--- src/rtl/vmicro16_boot_ctrl.sv ---
`default_nettype none
// ============================================================================
// Module   : vmicro16_boot_ctrl
// Brief    : Boot controller for vmicro16_soc. Holds the cores in reset,
//            loads a checksummed image from a UART byte stream into the
//            instruction memory, then releases the cores after a hold time.
// Revision : 1.0 - initial release
// ============================================================================
module vmicro16_boot_ctrl #(
  parameter int              ADDR_WIDTH = 8,
  parameter int              MEM_DEPTH  = 256,
  parameter logic [7:0]      MAGIC      = 8'hA5,
  parameter int              RESET_HOLD = 4,
  parameter logic [15:0]     TIMEOUT    = 16'hFFFF
) (
  input  logic                  clk,
  input  logic                  reset,
  input  logic                  boot_skip,
  input  logic [7:0]            rx_data,
  input  logic                  rx_valid,
  output logic                  rx_ready,
  output logic                  mem_we,
  output logic [ADDR_WIDTH-1:0] mem_addr,
  output logic [15:0]           mem_wdata,
  output logic                  core_reset,
  output logic                  boot_done,
  output logic                  boot_err
);

  // Length bound widened by one bit so a 16-bit length compares cleanly.
  localparam logic [16:0] c_mem_depth = 17'(MEM_DEPTH);
  // Hold counter terminal value: the RUN transition happens on the
  // RESET_HOLD-th edge after HOLD entry.
  localparam logic [15:0] c_hold_last = 16'(RESET_HOLD - 1);
  // Idle counter value at which the next idle edge makes it reach TIMEOUT.
  localparam logic [15:0] c_idle_last = TIMEOUT - 16'd1;

  typedef enum logic [3:0] {
    S_IDLE    = 4'd0,
    S_LEN_HI  = 4'd1,
    S_LEN_LO  = 4'd2,
    S_DATA_HI = 4'd3,
    S_DATA_LO = 4'd4,
    S_CSUM    = 4'd5,
    S_HOLD    = 4'd6,
    S_RUN     = 4'd7,
    S_ERR     = 4'd8
  } state_t;

  state_t                r_state;
  logic [7:0]            r_len_hi;
  logic [15:0]           r_len;
  logic [ADDR_WIDTH-1:0] r_idx;
  logic [7:0]            r_data_hi;
  logic [7:0]            r_csum;
  logic [15:0]           r_idle_cnt;
  logic [15:0]           r_hold_cnt;
  logic                  r_mem_we;
  logic [ADDR_WIDTH-1:0] r_mem_addr;
  logic [15:0]           r_mem_wdata;
  logic                  r_core_reset;
  logic                  r_boot_done;
  logic                  r_boot_err;

  logic                  w_accept;
  logic                  w_loading;
  logic [15:0]           w_len;
  logic [15:0]           w_next_idx;

  // Only HOLD and RUN refuse bytes; everywhere else the stream is consumed.
  assign rx_ready   = (r_state != S_HOLD) && (r_state != S_RUN);
  assign w_accept   = rx_valid && rx_ready;
  // States in which a stalled sender is timed out.
  assign w_loading  = (r_state == S_LEN_HI)  || (r_state == S_LEN_LO) ||
                      (r_state == S_DATA_HI) || (r_state == S_DATA_LO) ||
                      (r_state == S_CSUM);
  assign w_len      = {r_len_hi, rx_data};
  assign w_next_idx = 16'(r_idx) + 16'd1;

  assign mem_we     = r_mem_we;
  assign mem_addr   = r_mem_addr;
  assign mem_wdata  = r_mem_wdata;
  assign core_reset = r_core_reset;
  assign boot_done  = r_boot_done;
  assign boot_err   = r_boot_err;

  // Load FSM with registered outputs; the write strobe is a one-cycle pulse.
  always_ff @(posedge clk or posedge reset) begin
    if (reset) begin
      r_state      <= S_IDLE;
      r_len_hi     <= 8'd0;
      r_len        <= 16'd0;
      r_idx        <= '0;
      r_data_hi    <= 8'd0;
      r_csum       <= 8'd0;
      r_idle_cnt   <= 16'd0;
      r_hold_cnt   <= 16'd0;
      r_mem_we     <= 1'b0;
      r_mem_addr   <= '0;
      r_mem_wdata  <= 16'd0;
      r_core_reset <= 1'b1;
      r_boot_done  <= 1'b0;
      r_boot_err   <= 1'b0;
    end else begin
      r_mem_we <= 1'b0;

      case (r_state)
        S_IDLE: begin
          // boot_skip wins over a byte arriving in the same cycle.
          if (boot_skip) begin
            r_state    <= S_HOLD;
            r_hold_cnt <= 16'd0;
          end else if (w_accept && (rx_data == MAGIC)) begin
            r_state <= S_LEN_HI;
          end
        end

        S_LEN_HI: begin
          if (w_accept) begin
            r_len_hi <= rx_data;
            r_state  <= S_LEN_LO;
          end
        end

        S_LEN_LO: begin
          if (w_accept) begin
            r_len  <= w_len;
            r_idx  <= '0;
            r_csum <= 8'd0;
            if ({1'b0, w_len} > c_mem_depth) begin
              r_state    <= S_ERR;
              r_boot_err <= 1'b1;
            end else if (w_len == 16'd0) begin
              r_state <= S_CSUM;
            end else begin
              r_state <= S_DATA_HI;
            end
          end
        end

        S_DATA_HI: begin
          if (w_accept) begin
            r_data_hi <= rx_data;
            r_csum    <= r_csum ^ rx_data;
            r_state   <= S_DATA_LO;
          end
        end

        S_DATA_LO: begin
          if (w_accept) begin
            r_csum      <= r_csum ^ rx_data;
            r_mem_we    <= 1'b1;
            r_mem_addr  <= r_idx;
            r_mem_wdata <= {r_data_hi, rx_data};
            r_idx       <= r_idx + ADDR_WIDTH'(1);
            if (w_next_idx == r_len) begin
              r_state <= S_CSUM;
            end else begin
              r_state <= S_DATA_HI;
            end
          end
        end

        S_CSUM: begin
          if (w_accept) begin
            if (rx_data == r_csum) begin
              r_state    <= S_HOLD;
              r_hold_cnt <= 16'd0;
            end else begin
              r_state    <= S_ERR;
              r_boot_err <= 1'b1;
            end
          end
        end

        S_HOLD: begin
          if (r_hold_cnt == c_hold_last) begin
            r_state      <= S_RUN;
            r_core_reset <= 1'b0;
            r_boot_done  <= 1'b1;
          end else begin
            r_hold_cnt <= r_hold_cnt + 16'd1;
          end
        end

        S_RUN: begin
          // Terminal: only reset leaves RUN.
        end

        S_ERR: begin
          // A new MAGIC restarts the load; partial memory contents are kept.
          if (w_accept && (rx_data == MAGIC)) begin
            r_boot_err <= 1'b0;
            r_state    <= S_LEN_HI;
          end
        end

        default: begin
          r_state <= S_IDLE;
        end
      endcase

      // Idle watchdog: every accept restarts it; a long stall mid-image
      // abandons the load.
      if (w_accept) begin
        r_idle_cnt <= 16'd0;
      end else if (w_loading) begin
        if (r_idle_cnt == c_idle_last) begin
          r_state    <= S_ERR;
          r_boot_err <= 1'b1;
          r_idle_cnt <= 16'd0;
        end else begin
          r_idle_cnt <= r_idle_cnt + 16'd1;
        end
      end
    end
  end

endmodule
`default_nettype wire
--- config.mk ---
export PLATFORM = sky130hd
export DESIGN_NAME = vmicro16_boot_ctrl
export DESIGN_NICKNAME = d
export VERILOG_FILES = /design/src/rtl/vmicro16_boot_ctrl.sv
export SDC_FILE = /design/constraint.sdc
export NUM_CORES = 1
export LEC_CHECK = 0
export ABC_CLOCK_PERIOD_IN_PS = 3100
export BUFFER_PORTS_ARGS = -buffer_cell sky130_fd_sc_hd__buf_4
export CAP_MARGIN = 20
export CORE_MARGIN = 4
export CORE_UTILIZATION = 32
export CTS_BUF_LIST = sky130_fd_sc_hd__clkbuf_16
export CTS_CLUSTER_DIAMETER = 80
export DETAILED_ROUTE_END_ITERATION = 8
export PLACE_DENSITY_LB_ADDON = 0.1
export SYNTH_ARGS = -nofsm -noshare
export SYNTH_HDL_FRONTEND = slang
export SYNTH_SLANG_ARGS = --single-unit
--- constraint.sdc ---
create_clock -name clk -period 3.1 [get_ports clk]
set_input_delay 0.465 -clock clk [delete_from_list [all_inputs] [get_ports clk]]
set_output_delay 0.465 -clock clk [all_outputs]
set_load 0.005 [all_outputs]
==> results.json, run 1 <==
{
  "synthArstFlopShare_pct": 100,
  "finalWorstPathRequiredPeriod_ns": 2.41,
  "cts_post_setup_buffers_inserted": 0,
  "worst_setup_path_startpoint": "r_state[1]$_DFF_PP0_",
  "hold_fix_buffer_count_after_cts": 0,
  "worstHoldPathType": "in -> async",
  "r2r-start": "r_state[1]$_DFF_PP0_",
  "cts_buffers": 9,
  "ctsRootBufferMaster": "sky130_fd_sc_hd__clkbuf_16",
  "layout.cell_area.non_filler_um2": 6420,
  "post_route_cells_drive_above_1_share_pct": 17.7,
  "power.ir.vdd_worst_mv": 0.356,
  "final_max_slew_viol_count": 0,
  "power.density_cell_area_nw_per_um2": 713,
  "finalSetupViolCount": 0,
  "power.leakage_nw": 2.92,
  "drtAntennaViolNets": 0,
  "synthesis.instances": 599,
  "final_critical_path_setup_slack_ns": 0.693,
  "global_route.overflow_total": 0,
  "synth_edf_count": 0,
  "core_um2": 17400,
  "timing.critical_path.to_type": "flip-flop",
  "gp_congestion": 0.851,
  "fin_crit_sh_pct": 77.7,
  "cell_internal_pwr_mw": 3.00,
  "status": "finished clean",
  "multiInputGateArea_um2": 2640,
  "initial_utilization_pct": 32.7,
  "switching_fraction_pct": 34.4,
  "worst_pin_slew_ns": 0.823,
  "wire_length_of_the_first_global_routing_pass_um": 22700,
  "grt_pass1_vias": 4337,
  "worstPathMaxFanout": 18,
  "clock-sinks": 112,
  "clkSlewWorstSetupHoldPaths_ns": 0.08,
  "area_delta_synth_final_pct": 13.1,
  "cts_repair_resize_count": 0,
  "vias": 4377,
  "detailedPlace.worstSlack_ns": 0.674,
  "synthDistinctLibCells": 56,
  "sequential_cell_area_um2": 2800,
  "clk-insertion-delay-late_ns": 0.36,
  "grt_antenna_before_repair": 0,
  "detailedRoute.firstPassIterationCount": 4,
  "setup.reg_to_reg.worst_slack_ns": 0.69,
  "main_combinational_cell_family_by_area_after_synthesis": "simple AND/OR/NAND/NOR gates",
  "die_area_um2": 19900,
  "core.rowCount": 48,
  "ios": 41,
  "setup_total_negative_slack_ns": 0,
  "horiz_die_dim_um": 141,
  "insertedDiodeCount": 0,
  "timing.max_slew.rel_slack_pct": 44.7,
  "nets": 643,
  "grt_setup_unrepaired": "false",
  "aggregate_routed_wire_length_um": 13500,
  "final_cell_count_without_fillers": 856,
  "timing_worst_setup_path_type": "reg -> reg",
  "power.sequential.fraction_pct": 47.4,
  "clockBufferDepth": 2,
  "yosysWarningCount": 0,
  "layout.filler_cells": 1733,
  "yosys.area_share.xor_xnor_pct": 5.09,
  "crit_arrival_ns": 2.65,
  "synthAdderAreaFrac_pct": 0.881,
  "power.switching_mw": 1.58,
  "finalHoldViolCount": 0,
  "muxShareOfSynthArea_pct": 6.70,
  "cts_tree": "done",
  "fraction_of_power_consumed_by_the_clock_network_pct": 24.5,
  "synth_flop_cell": "sky130_fd_sc_hd__dfrtp_1",
  "routed_via_count_divided_by_cell_count": 5.11,
  "post_synth_and_or_nand_nor_area_fraction_pct": 23.0,
  "die-height_um": 141,
  "wire_per_inst_um": 15.7,
  "critical_path.startpoint_type": "flip-flop",
  "hpwl_after_detailed_placement_um": 9320,
  "placedInstanceArea_um2": 6150,
  "power.combinational.fraction_pct": 28.1,
  "drv.max_cap_violation_count": 0,
  "ys_seq_elements": 112,
  "worst_r2r_path_depth": 6,
  "r2r_end": "r_hold_cnt[2]$_DFFE_PP0P_",
  "avgSynthCellArea_um2": 9.48,
  "synth_compound_area_share_pct": 10.8,
  "yosysSeqAreaShare_pct": 49.4,
  "skew_ns": 0.0112,
  "io_buffers": 40,
  "drcViolationCount": 0,
  "synth.net_count": 615,
  "gr-usage-all-layers_pct": 14.1,
  "timing.fmax_ghz": 0.415,
  "drt_iter0_drc": 299,
  "timing.critical_path.required_ns": 3.34,
  "dpl.cell_count": 841,
  "grt_start_max_net_pins": 51,
  "cts.htree.levels": 3,
  "netlist_area_before_placement_um2": 5680,
  "crit_path_end": "r_hold_cnt[2]$_DFFE_PP0P_"
}
-- cells in the final DEF (no fill, tap or decap), types with 11 or more instances in the layout --
cell,n
sky130_fd_sc_hd__a21oi_1,12
sky130_fd_sc_hd__nand2_1,115
sky130_fd_sc_hd__xor2_1,11
sky130_fd_sc_hd__mux2_2,32
sky130_fd_sc_hd__dfrtp_1,111
sky130_fd_sc_hd__o21ai_0,54
sky130_fd_sc_hd__nor3_1,16
sky130_fd_sc_hd__nor4_1,11
sky130_fd_sc_hd__nand3_1,17
sky130_fd_sc_hd__buf_4,48
sky130_fd_sc_hd__nand2b_1,12
sky130_fd_sc_hd__nor2_1,44
sky130_fd_sc_hd__xnor2_1,22
sky130_fd_sc_hd__nand4_1,15
-- logic make-up after synthesis --
logic type                 count (synthesis)
AOI/OAI and AO/OA                        104
DFF                                      112
adders and majority gates                  4
xor gates and xnor gates                  33
and+or+nand+nor                          270
muxes                                     34
buffers and inverters                     42
-- power groups by stage --
stage	Combinational, mW	Sequential (mW)	Clock, mW
after floorplan	1.03	2.04	0
after global placement	1.29	2.19	0
after detailed placement	1.31	2.19	0
after CTS	1.31	2.17	1.17
after global routing	1.45	2.23	1.22
final	1.29	2.17	1.12
-- flip-flops by register name, indices dropped and copies added, names as in the netlist --
| signal | flops |
|---|---|
| mem_wdata | 16 |
| r_hold_cnt | 16 |
| r_idle_cnt | 16 |
| r_len | 16 |
| mem_addr | 8 |
| r_csum | 8 |
| r_data_hi | 8 |
| r_idx | 8 |
| r_len_hi | 8 |
| r_state | 4 |
| boot_done | 1 |
| boot_err | 1 |
| core_reset | 1 |
| mem_we | 1 |
-- worst max-delay path: stages (launching register included) --
cell and delay [ns]:
sky130_fd_sc_hd__dfrtp_1 0.65, sky130_fd_sc_hd__nor2b_1 0.33, sky130_fd_sc_hd__nand2_1 0.09, sky130_fd_sc_hd__buf_4 0.21, sky130_fd_sc_hd__nor3_1 0.69, sky130_fd_sc_hd__or2_4 0.26
sky130_fd_sc_hd__o21ai_1 0.07
-- area by class of cell --
| class | instances | share of cell area (%) |
|---|---|---|
| sequential | 112 | 43.7 |
| multi-input combinational | 445 | 41.1 |
| timing repair buffer | 49 | 5.92 |
| tap | 225 | 4.38 |
| clock buffer | 9 | 3.51 |
| clock inverter | 6 | 0.799 |
| inverter | 10 | 0.643 |
-- synth_stat cells (2+ instances only) --
| cell | count | area, um^2 |
|---|---|---|
| sky130_fd_sc_hd__xor2_1 | 11 | 96.3 |
| sky130_fd_sc_hd__buf_2 | 12 | 60.1 |
| sky130_fd_sc_hd__nor3_1 | 16 | 80.1 |
| sky130_fd_sc_hd__mux2_2 | 32 | 360 |
| sky130_fd_sc_hd__xnor2_1 | 22 | 193 |
| sky130_fd_sc_hd__or3_1 | 4 | 25.0 |
| sky130_fd_sc_hd__nor2b_1 | 6 | 37.5 |
| sky130_fd_sc_hd__nand4_1 | 15 | 93.8 |
| sky130_fd_sc_hd__inv_1 | 9 | 33.8 |
| sky130_fd_sc_hd__ha_1 | 4 | 50.1 |
| sky130_fd_sc_hd__or2_2 | 2 | 12.5 |
| sky130_fd_sc_hd__and3_1 | 5 | 31.3 |
| sky130_fd_sc_hd__nor4b_1 | 2 | 17.5 |
| sky130_fd_sc_hd__buf_4 | 3 | 22.5 |
| sky130_fd_sc_hd__o31ai_1 | 9 | 67.6 |
| sky130_fd_sc_hd__nor2_1 | 44 | 165 |
| sky130_fd_sc_hd__buf_6 | 7 | 78.8 |
| sky130_fd_sc_hd__nand2_1 | 115 | 432 |
| sky130_fd_sc_hd__a2bb2oi_1 | 2 | 17.5 |
| sky130_fd_sc_hd__mux2i_1 | 2 | 20.0 |
| sky130_fd_sc_hd__and2_1 | 5 | 31.3 |
| sky130_fd_sc_hd__a21oi_1 | 12 | 60.1 |
| sky130_fd_sc_hd__o21ai_1 | 4 | 20.0 |
| sky130_fd_sc_hd__and4_1 | 4 | 35.0 |
| sky130_fd_sc_hd__nand3_1 | 17 | 85.1 |
| sky130_fd_sc_hd__a31oi_1 | 8 | 50.1 |
| sky130_fd_sc_hd__a21o_1 | 2 | 15.0 |
| sky130_fd_sc_hd__dfrtp_1 | 111 | 2780 |
| sky130_fd_sc_hd__nor3b_1 | 3 | 22.5 |
| sky130_fd_sc_hd__nand2b_1 | 12 | 75.1 |
| sky130_fd_sc_hd__o21ai_0 | 54 | 270 |
| sky130_fd_sc_hd__o22ai_1 | 2 | 12.5 |
| sky130_fd_sc_hd__nor4_1 | 11 | 68.8 |
| sky130_fd_sc_hd__clkbuf_1 | 10 | 37.5 |
-- worst min-delay path by stage --
stage,slack (ns),endpoint,depth (start not counted),start
final,0.18,mem_addr[0]$_DFFE_PP0P_,2,reset
after global placement,0.45,mem_wdata[12]$_DFFE_PP0P_,2,r_data_hi[4]$_DFFE_PP0P_
after CTS,0.21,mem_addr[0]$_DFFE_PP0P_,2,reset
after detailed placement,0.46,mem_wdata[9]$_DFFE_PP0P_,2,r_data_hi[1]$_DFFE_PP0P_
after floorplan,0.43,mem_wdata[10]$_DFFE_PP0P_,2,r_data_hi[2]$_DFFE_PP0P_
after global routing,0.24,mem_addr[0]$_DFFE_PP0P_,2,reset
-- stage by stage --
stage / power [mW] / util, % / hold slack (ns)
after floorplan: 3.07 / - / 0.433
after detailed placement: 3.50 / 35.4 / 0.459
after global placement: 3.48 / 35.4 / 0.448
final: 4.58 / 37.0 / 0.180
after CTS: 4.66 / 37.0 / 0.207
after global routing: 4.90 / 37.0 / 0.240
-- routing by layer --
layer | global-route usage (%) | share of wire (%) | wire [um]
met5 | 0 | 0 | 0
met4 | 3.72 | 0.81 | 109
met3 | 3.19 | 3.4 | 453
met2 | 22.6 | 48 | 6410
met1 | 19.3 | 48 | 6500
Note: power is estimated with default switching activity, not from simulation.
==> run 2: changes to the inputs <==
ABC_CLOCK_PERIOD_IN_PS = 1900   (was 3100)
clock period = 1.9 ns   (was 3.1 ns; I/O delays follow)
==> run 2 against run 1 <==
Effect of this change: clock skew is 0.0034 ns lower; non-clock buffer count is 71 higher; the run now ends with negative setup slack left; combinational power is 120% higher; die area stayed put; flip-flop and latch count stayed put; first-iteration DRC count is 21% lower; count of clock-buffer cells in the layout stayed put; cell count is 8.4% higher; wire length is 5.7% higher; maximum frequency is 26% higher; sequential share of layout area is 5.3 points lower.
==> results.json, run 2 (same netlist as run 1, synthesis figures left out) <==
{
  "power.leakage_nw": 3.39,
  "violations": "negative setup slack",
  "drv.max_cap_violation_count": 0,
  "power.ir.vdd_worst_mv": 0.628,
  "worst_pin_slew_ns": 0.639,
  "post_route_cells_drive_above_1_share_pct": 31.7,
  "drt_iter0_drc": 237,
  "timing.fmax_ghz": 0.522,
  "worstPathMaxFanout": 5,
  "placedInstanceArea_um2": 6650,
  "cts.htree.levels": 3,
  "core_um2": 17400,
  "dpl.cell_count": 904,
  "finalSetupViolCount": 1,
  "worst_setup_path_startpoint": "r_state[1]$_DFF_PP0_",
  "hpwl_after_detailed_placement_um": 9800,
  "clkSlewWorstSetupHoldPaths_ns": 0.08,
  "clockBufferDepth": 2,
  "timing_worst_setup_path_type": "reg -> reg",
  "clock-sinks": 112,
  "die-height_um": 141,
  "detailedPlace.worstSlack_ns": -0.127,
  "status": "finished with violations",
  "drtAntennaViolNets": 0,
  "worstHoldPathType": "in -> async",
  "grt_antenna_before_repair": 0,
  "critical_path.startpoint_type": "flip-flop",
  "global_route.overflow_total": 0,
  "horiz_die_dim_um": 141,
  "nets": 714,
  "ctsRootBufferMaster": "sky130_fd_sc_hd__clkbuf_16",
  "timing.max_slew.rel_slack_pct": 57.4,
  "routed_via_count_divided_by_cell_count": 5.00,
  "timing.critical_path.to_type": "flip-flop",
  "timing.critical_path.required_ns": 2.15,
  "grt_start_max_net_pins": 113,
  "crit_arrival_ns": 2.16,
  "gp_congestion": 0.828,
  "vias": 4644,
  "skew_ns": 0.00779,
  "final_cell_count_without_fillers": 928,
  "wire_per_inst_um": 15.4,
  "layout.cell_area.non_filler_um2": 7330,
  "final_cell_mix": "sky130_fd_sc_hd__buf_4 (111), sky130_fd_sc_hd__nand2_1 (110), sky130_fd_sc_hd__dfrtp_1 (107)",
  "area_delta_synth_final_pct": 29.0,
  "finalWorstPathRequiredPeriod_ns": 1.92,
  "finalHoldViolCount": 0,
  "insertedDiodeCount": 0,
  "initial_utilization_pct": 32.7,
  "cts_buffers": 9,
  "grt_setup_unrepaired": "true",
  "sequential_cell_area_um2": 2810,
  "wire_length_of_the_first_global_routing_pass_um": 24000,
  "multiInputGateArea_um2": 2870,
  "ios": 41,
  "layout.filler_cells": 1704,
  "final_max_slew_viol_count": 0,
  "clk-insertion-delay-late_ns": 0.35,
  "die_area_um2": 19900,
  "cts_tree": "done",
  "core.rowCount": 48,
  "r2r-start": "r_state[1]$_DFF_PP0_",
  "power.density_cell_area_nw_per_um2": 1160,
  "io_buffers": 40,
  "final_critical_path_setup_slack_ns": -0.0160,
  "aggregate_routed_wire_length_um": 14200,
  "fin_crit_sh_pct": 101,
  "grt_pass1_vias": 4666,
  "layout_commonest_cell": "sky130_fd_sc_hd__buf_4",
  "gr-usage-all-layers_pct": 14.8,
  "drcViolationCount": 0,
  "detailedRoute.firstPassIterationCount": 5
}
-- run 2: worst max-delay path: stages (launching register included) --
cell and delay (ns):
sky130_fd_sc_hd__dfrtp_2 0.43, sky130_fd_sc_hd__buf_4 0.14, sky130_fd_sc_hd__clkbuf_16 0.12, sky130_fd_sc_hd__and3b_4 0.20
sky130_fd_sc_hd__o21a_1 0.12, sky130_fd_sc_hd__or3_4 0.36, sky130_fd_sc_hd__or2_4 0.25, sky130_fd_sc_hd__a21o_1 0.18
-- run 2: layout make-up --
class | instances | share of cell area [%]
multi-input combinational | 445 | 39.2
sequential | 112 | 38.3
timing repair buffer | 120 | 13.3
tap | 225 | 3.84
clock buffer | 9 | 3.07
clock inverter | 7 | 1.62
inverter | 10 | 0.564
-- run 2: final timing paths --
check / to / slack, ns / cells after the start
max: r_hold_cnt[0]$_DFFE_PP0P_ / -0.02 / 7
min: mem_addr[0]$_DFFE_PP0P_ / 0.08 / 3
max reg2reg: r_hold_cnt[0]$_DFFE_PP0P_ / -0.02 / 7
min reg2reg: mem_wdata[11]$_DFFE_PP0P_ / 0.46 / 2
max in group asynchronous: r_state[3]$_DFF_PP0_ / 1.29 / 3
min in group clk: r_state[0]$_DFF_PP0_ / 0.28 / 4
-- run 2: report_power, final --
group | switching (mW) | total [mW] | internal (mW)
Combinational | 1.35 | 2.86 | 1.51
Sequential | 0.471 | 3.44 | 2.97
Clock | 0.904 | 2.20 | 1.29
Total | 2.73 | 8.50 | 5.77
-- run 2: what timing repair did --
item	in CTS	in global routing
pin swaps	1	17
hold buffers	0	0
setup endpoints to repair	63	55
gates resized for setup	17	60
setup buffers	0	6
gates cloned	0	2
-- run 2: stage by stage --
stage,setup TNS [ns],total power [mW],hold WS [ns],utilization [%]
after global placement,-2.83,5.97,0.446,38.3
after floorplan,0,5.01,0.433,-
after CTS,0,8.34,0.146,40.7
final,-0.0160,8.50,0.0753,42.2
after global routing,-0.565,9.10,0.160,42.2
after detailed placement,-3.16,6.03,0.450,38.3
-- run 2: routing by layer --
layer  GRT usage (%)  wire length [um]
met1            21.0              6860
met2            23.0              6730
met3            2.54               443
met4            4.79               216
met5               0                 0
